## config.mk

```make
export PLATFORM = sky130hd
export DESIGN_NAME = thresh_scan
export DESIGN_NICKNAME = d
export VERILOG_FILES = /design/src/rtl/thresh_scan.sv
export SDC_FILE = /design/constraint.sdc
export NUM_CORES = 1
export LEC_CHECK = 0
export ABC_AREA = 1
export CAP_MARGIN = 20
export CORE_ASPECT_RATIO = 0.75
export CORE_MARGIN = 2
export CORE_UTILIZATION = 45
export DETAILED_ROUTE_END_ITERATION = 8
export PLACE_DENSITY = 0.78
export SLEW_MARGIN = 10
export SYNTH_ARGS = -nofsm -noshare
export SYNTH_HDL_FRONTEND = slang
export SYNTH_SLANG_ARGS = --single-unit
```

## constraint.sdc

```tcl
create_clock -name clk -period 2.89 [get_ports clk]
set_clock_uncertainty 0.15 [all_clocks]
set_input_delay 0.289 -clock clk [delete_from_list [all_inputs] [get_ports clk]]
set_output_delay 0.289 -clock clk [all_outputs]
set_load 0.01 [all_outputs]
```

## src/rtl/thresh_scan.sv

```systemverilog
// Raster-scans a WIDTH x HEIGHT frame buffer and streams one thresholded pixel per
// valid/ready handshake, with start/busy/done control around each frame.
module thresh_scan #(
    parameter int WIDTH  = 10,
    parameter int HEIGHT = 10,
    parameter int PIX_W  = 8,
    localparam int ADDR_W = $clog2(WIDTH * HEIGHT)
) (
    input  logic              clk,
    input  logic              rst,
    input  logic              start,
    input  logic [1:0]        mode,
    input  logic [PIX_W-1:0]  thresh_lo,
    input  logic [PIX_W-1:0]  thresh_hi,
    output logic              rd_en,
    output logic [ADDR_W-1:0] rd_addr,
    input  logic [PIX_W-1:0]  rd_data,
    output logic              out_valid,
    input  logic              out_ready,
    output logic [PIX_W-1:0]  out_pixel,
    output logic [15:0]       out_row,
    output logic [15:0]       out_col,
    output logic              out_last,
    output logic              busy,
    output logic              done
);
    localparam int RW = $clog2(HEIGHT);
    localparam int CW = $clog2(WIDTH);

    typedef enum logic [2:0] {IDLE, READ, EVAL, OUT, FIN} state_t;

    state_t            state, state_nxt;
    logic [RW-1:0]     row;
    logic [CW-1:0]     col;
    logic [1:0]        mode_q;
    logic [PIX_W-1:0]  lo_q, hi_q;
    logic [PIX_W-1:0]  result;
    logic              last_pix;
    logic              accept;

    assign last_pix = (row == RW'(HEIGHT - 1)) && (col == CW'(WIDTH - 1));
    assign accept   = (state == OUT) && out_ready;

    always_ff @(posedge clk or posedge rst) begin
        if (rst) state <= IDLE;
        else     state <= state_nxt;
    end

    always_comb begin
        state_nxt = state;
        case (state)
            IDLE:    if (start) state_nxt = READ;
            READ:    state_nxt = EVAL;
            EVAL:    state_nxt = OUT;
            OUT:     if (out_ready) state_nxt = last_pix ? FIN : READ;
            FIN:     state_nxt = IDLE;
            default: state_nxt = IDLE;
        endcase
    end

    // Settings are only sampled on frame start so mid-frame input changes are inert.
    always_comb begin
        result = '0;
        case (mode_q)
            2'd0:    result = (rd_data > lo_q) ? '1 : '0;
            2'd1:    result = (rd_data > lo_q) ? '0 : '1;
            2'd2:    result = (rd_data >= lo_q && rd_data <= hi_q) ? '1 : '0;
            default: result = (rd_data > lo_q) ? lo_q : rd_data;
        endcase
    end

    always_ff @(posedge clk or posedge rst) begin
        if (rst) begin
            mode_q    <= '0;
            lo_q      <= '0;
            hi_q      <= '0;
            row       <= '0;
            col       <= '0;
            out_pixel <= '0;
        end else begin
            if (state == IDLE && start) begin
                mode_q <= mode;
                lo_q   <= thresh_lo;
                hi_q   <= thresh_hi;
                row    <= '0;
                col    <= '0;
            end
            if (state == EVAL)
                out_pixel <= result;
            if (accept && !last_pix) begin
                if (col == CW'(WIDTH - 1)) begin
                    col <= '0;
                    row <= row + 1'b1;
                end else begin
                    col <= col + 1'b1;
                end
            end
        end
    end

    assign rd_en     = (state == READ);
    assign rd_addr   = rd_en ? ADDR_W'(row) * ADDR_W'(WIDTH) + ADDR_W'(col) : '0;
    assign out_valid = (state == OUT);
    assign out_row   = 16'(row);
    assign out_col   = 16'(col);
    assign out_last  = out_valid && last_pix;
    assign busy      = (state != IDLE);
    assign done      = (state == FIN);

endmodule

```

==> summary.md <==
| Metric | Value |
|---|---|
| Post-Synth XOR/XNOR Area | 2.246% |
| Clk pwr share | 13.9% |
| Post-DP HPWL | 4.732 mm |
| Starting DRC count in detailed routing | 206 |
| Max Clk Rate | 357.8 MHz |
| Max-cap violations | 0 |
| Final GP Congestion | 0.8464 |
| Ports | 82 |
| Worst setup EP type | primary output |
| Clock Path Buffers | 2 |
| Vias per inst | 4.735 |
| Height of the die | 71.46 um |
| Hold crit path type | in -> async |
| Final design area excluding fillers | 3446 um2 |
| Share of cells above drive strength 1 | 10.41% |
| Synth warn | 0 |
| Cells on worst reg2reg path | 11 |
| Fin. Hold Viols | 0 |
| PD cells | 846.5 nW/um2 |
| Critical Path RT | 2.45 ns |
| Crit share post-route | 96.71% |
| Gate Count Post-Synth | 348 |
| First-pass GRT wire length | 10.16 mm |
| Sequential share of the synthesized area | 33.91% |
| Adder-cell share of the synthesized area | 13.38% |
| Slew headroom | 45.96% |
| Mux cell area share after synthesis | 0.4125% |
| Worst IR Drop VDD | 305.1 uV |
| Total core area | 5826 um2 |
| Internal reg-to-reg setup slack | 0.74 ns |
| P_int | 1.675 mW |
| DRT antenna net count | 0 |
| Tightest Pin Transition | 0.8062 ns |
| Largest family of logic cells by synthesized area | simple AND/OR/NAND/NOR gates |
| Leading cell types in the layout, fill and taps excluded | inv_1 (56), clkdlybuf4s50_1 (55), nor2_1 (49), nand2_1 (45), dfrtp_1 (37) |
| Clock tree sinks | 37 |
| CP max FO | 2 |
| Comb power frac | 56.6% |
| End of the worst register-to-register path | out_pixel[6]$_DFFE_PP0P_ |
| Crit Reg-Reg Startpoint | lo_q[7]$_DFFE_PP0P_ |
| Clock slew at reported path FFs | 0.08 ns |
| Synth unique cells | 38 |
| Hold_buf cts | 0 |
| Num rows | 24 |
| Diodes inserted | 0 |
| Layout area overhead | 26.21% |
| Worst Setup Path Type | reg -> out |
| Final Max Slew Viols | 0 |
| Final Util | 59.15% |
| GRT overflow | 0 |
| TritonCTS buffer count | 5 |
| Die ar. | 6712 um2 |
| Effective utilization at floorplan | 46.86% |
| H-tree Lvls | 2 |
| Hold Slack | 0.2609 ns |
| Synth Area per Inst | 7.845 um2 |
| Mapped cell area | 2730 um2 |
| Flop and latch count out of synthesis | 37 |
| Gr usage total | 19.14% |
| Number of port buffers | 57 |
| DRT Pass-1 Iters | 5 |
| Total negative slack | 0 ns |
| Lkg Pwr | 1.770 nW |
| CP Data Arrival Time | 2.36 ns |
| Largest net degree at the start of global routing | 41 |
| Nets | 470 |
| Switch share | 42.57% |
| Die Wd | 93.94 um |
| Routed len/inst | 12.45 um |
| P_sw | 1.242 mW |
| Clock latency on the worst-skew pair | 0.29 ns |
| Startpoint types | register |
| Leading cell type in the layout, fill and taps excluded | inv_1 |
| Area of the multi-input gates | 1483 um2 |
| Register area | 925.9 um2 |
| Post-synthesis simple-gate area fraction | 25.99% |
| Vias in the first global route | 2214 |
| DP Area | 3314 um2 |
| Complex-gate fraction of the synthesized area | 8.066% |
| Status | complete, no violations |
| # setup viols final | 0 |
| Final WL | 6.111 mm |
| Initial antenna violation count | 0 |
| Fillers | 550 |
| RSZ-0062 raised after global routing | no |
| Via Count | 2325 |
| Final min period | 2.795 ns |
| # DRC | 0 |
| Clock root cell | clkbuf_8 |
| CTS tree | done |
| Sequential Power Share | 29.5% |
## worst max path at each step
stage / end / start / slack (ns) / cells after the start
after detailed placement: rd_addr[6] / row[0]$_DFF_PP0_ / 0.11 / 9
final: rd_addr[6] / row[1]$_DFF_PP0_ / 0.09 / 8
after global placement: rd_addr[6] / row[0]$_DFF_PP0_ / 0.21 / 9
after global routing: rd_addr[6] / row[1]$_DFF_PP0_ / 0.01 / 8
after CTS: rd_addr[6] / row[0]$_DFF_PP0_ / 0.05 / 9
after floorplan: rd_addr[6] / row[0]$_DFF_PP0_ / 0.56 / 8
## power groups by stage
stage          combinational, mW  sequential (mW)  clock, mW
3_5_place_dp                1.62            0.872          0
6_report                    1.65            0.859      0.406
2_1_floorplan               1.06            0.894          0
4_1_cts                     1.65            0.859      0.418
5_1_grt                     1.86            0.887      0.446
3_3_place_gp                1.56            0.859          0
## synth_stat cells
master | count | area, um2
a21o_1 | 2 | 15.01
a21oi_1 | 26 | 130.1
and2_1 | 1 | 6.260
buf_2 | 4 | 20.02
buf_4 | 24 | 180.2
buf_6 | 1 | 11.26
clkbuf_1 | 1 | 3.750
conb_1 | 1 | 3.750
dfrtp_1 | 37 | 925.9
fa_1 | 2 | 40.04
ha_1 | 26 | 325.3
inv_1 | 56 | 210.2
inv_2 | 2 | 7.510
mux2_2 | 1 | 11.26
nand2_1 | 45 | 168.9
nand2_2 | 2 | 12.51
nand2_4 | 2 | 22.52
nand3_1 | 22 | 110.1
nand3_2 | 2 | 20.02
nand3_4 | 1 | 17.52
nand3b_1 | 1 | 7.510
nand4_1 | 4 | 25.02
nand4_2 | 1 | 12.51
nor2_1 | 49 | 183.9
nor2_2 | 2 | 12.51
nor2_4 | 2 | 22.52
nor3_1 | 1 | 5.000
nor3_2 | 1 | 10.01
nor3_4 | 1 | 16.27
o21ai_0 | 2 | 10.01
o21ai_1 | 4 | 20.02
o22ai_1 | 4 | 25.02
o31ai_1 | 1 | 7.510
o31ai_2 | 1 | 12.51
or2_1 | 1 | 6.260
or2_2 | 8 | 50.05
xnor2_1 | 2 | 17.52
xor2_1 | 5 | 43.79
## kinds of logic (layout without fill, tap and decap cells)
logic type	after synthesis	after routing
other cells	1	24
mux	1	1
fa+ha+maj	28	28
flops	37	37
simple gates	146	146
xor+xnor	7	7
compound gates	40	40
buf+inv	88	130
## critical path, stage by stage, from the launching register on
cell,delay [ns]
dfrtp_1,0.40
ha_1,0.30
ha_1,0.19
inv_1,0.06
fa_1,0.45
nor2_1,0.15
xor2_1,0.17
nor2_1,0.06
dlygate4sd2_1,0.28
## area by class of cell
class,count,area share [%]
multi-input cells,246,43.03
flip-flops and latches,37,26.87
repair buffers,64,18.01
inverters,58,6.318
well taps,78,2.832
clock buffers,7,2.796
clock inverters,1,0.1452
## flip-flops by register name, summed over array words and instances (netlist names)
signal	count
mode_q	2
col	4
state	3
lo_q	8
row	4
hi_q	8
out_pixel	8
## stage by stage
stage               total power [mW]  setup slack (ns)  std cells
floorplan                      1.953            0.5627        371
global placement               2.415            0.2075        482
detailed placement             2.493            0.1125        482
CTS                            2.932           0.05262        491
global route                   3.195           0.01182        491
finish                         2.917           0.09494        491
## metal layers
layer	vias up	GRT usage, %	wire [um]
li1	1181	-	-
met1	1070	26.50	2783
met2	69	30.95	2992
met3	5	3.470	297
met4	0	5.636	38
met5	-	0	0
## what timing repair did
action                                  in CTS  in global routing
gates resized for setup                      3                  1
pin swaps                                    0                  0
buffers inserted                             1                  0
endpoints found under the setup margin       2                  1
Power figures use the tool's default switching activity.
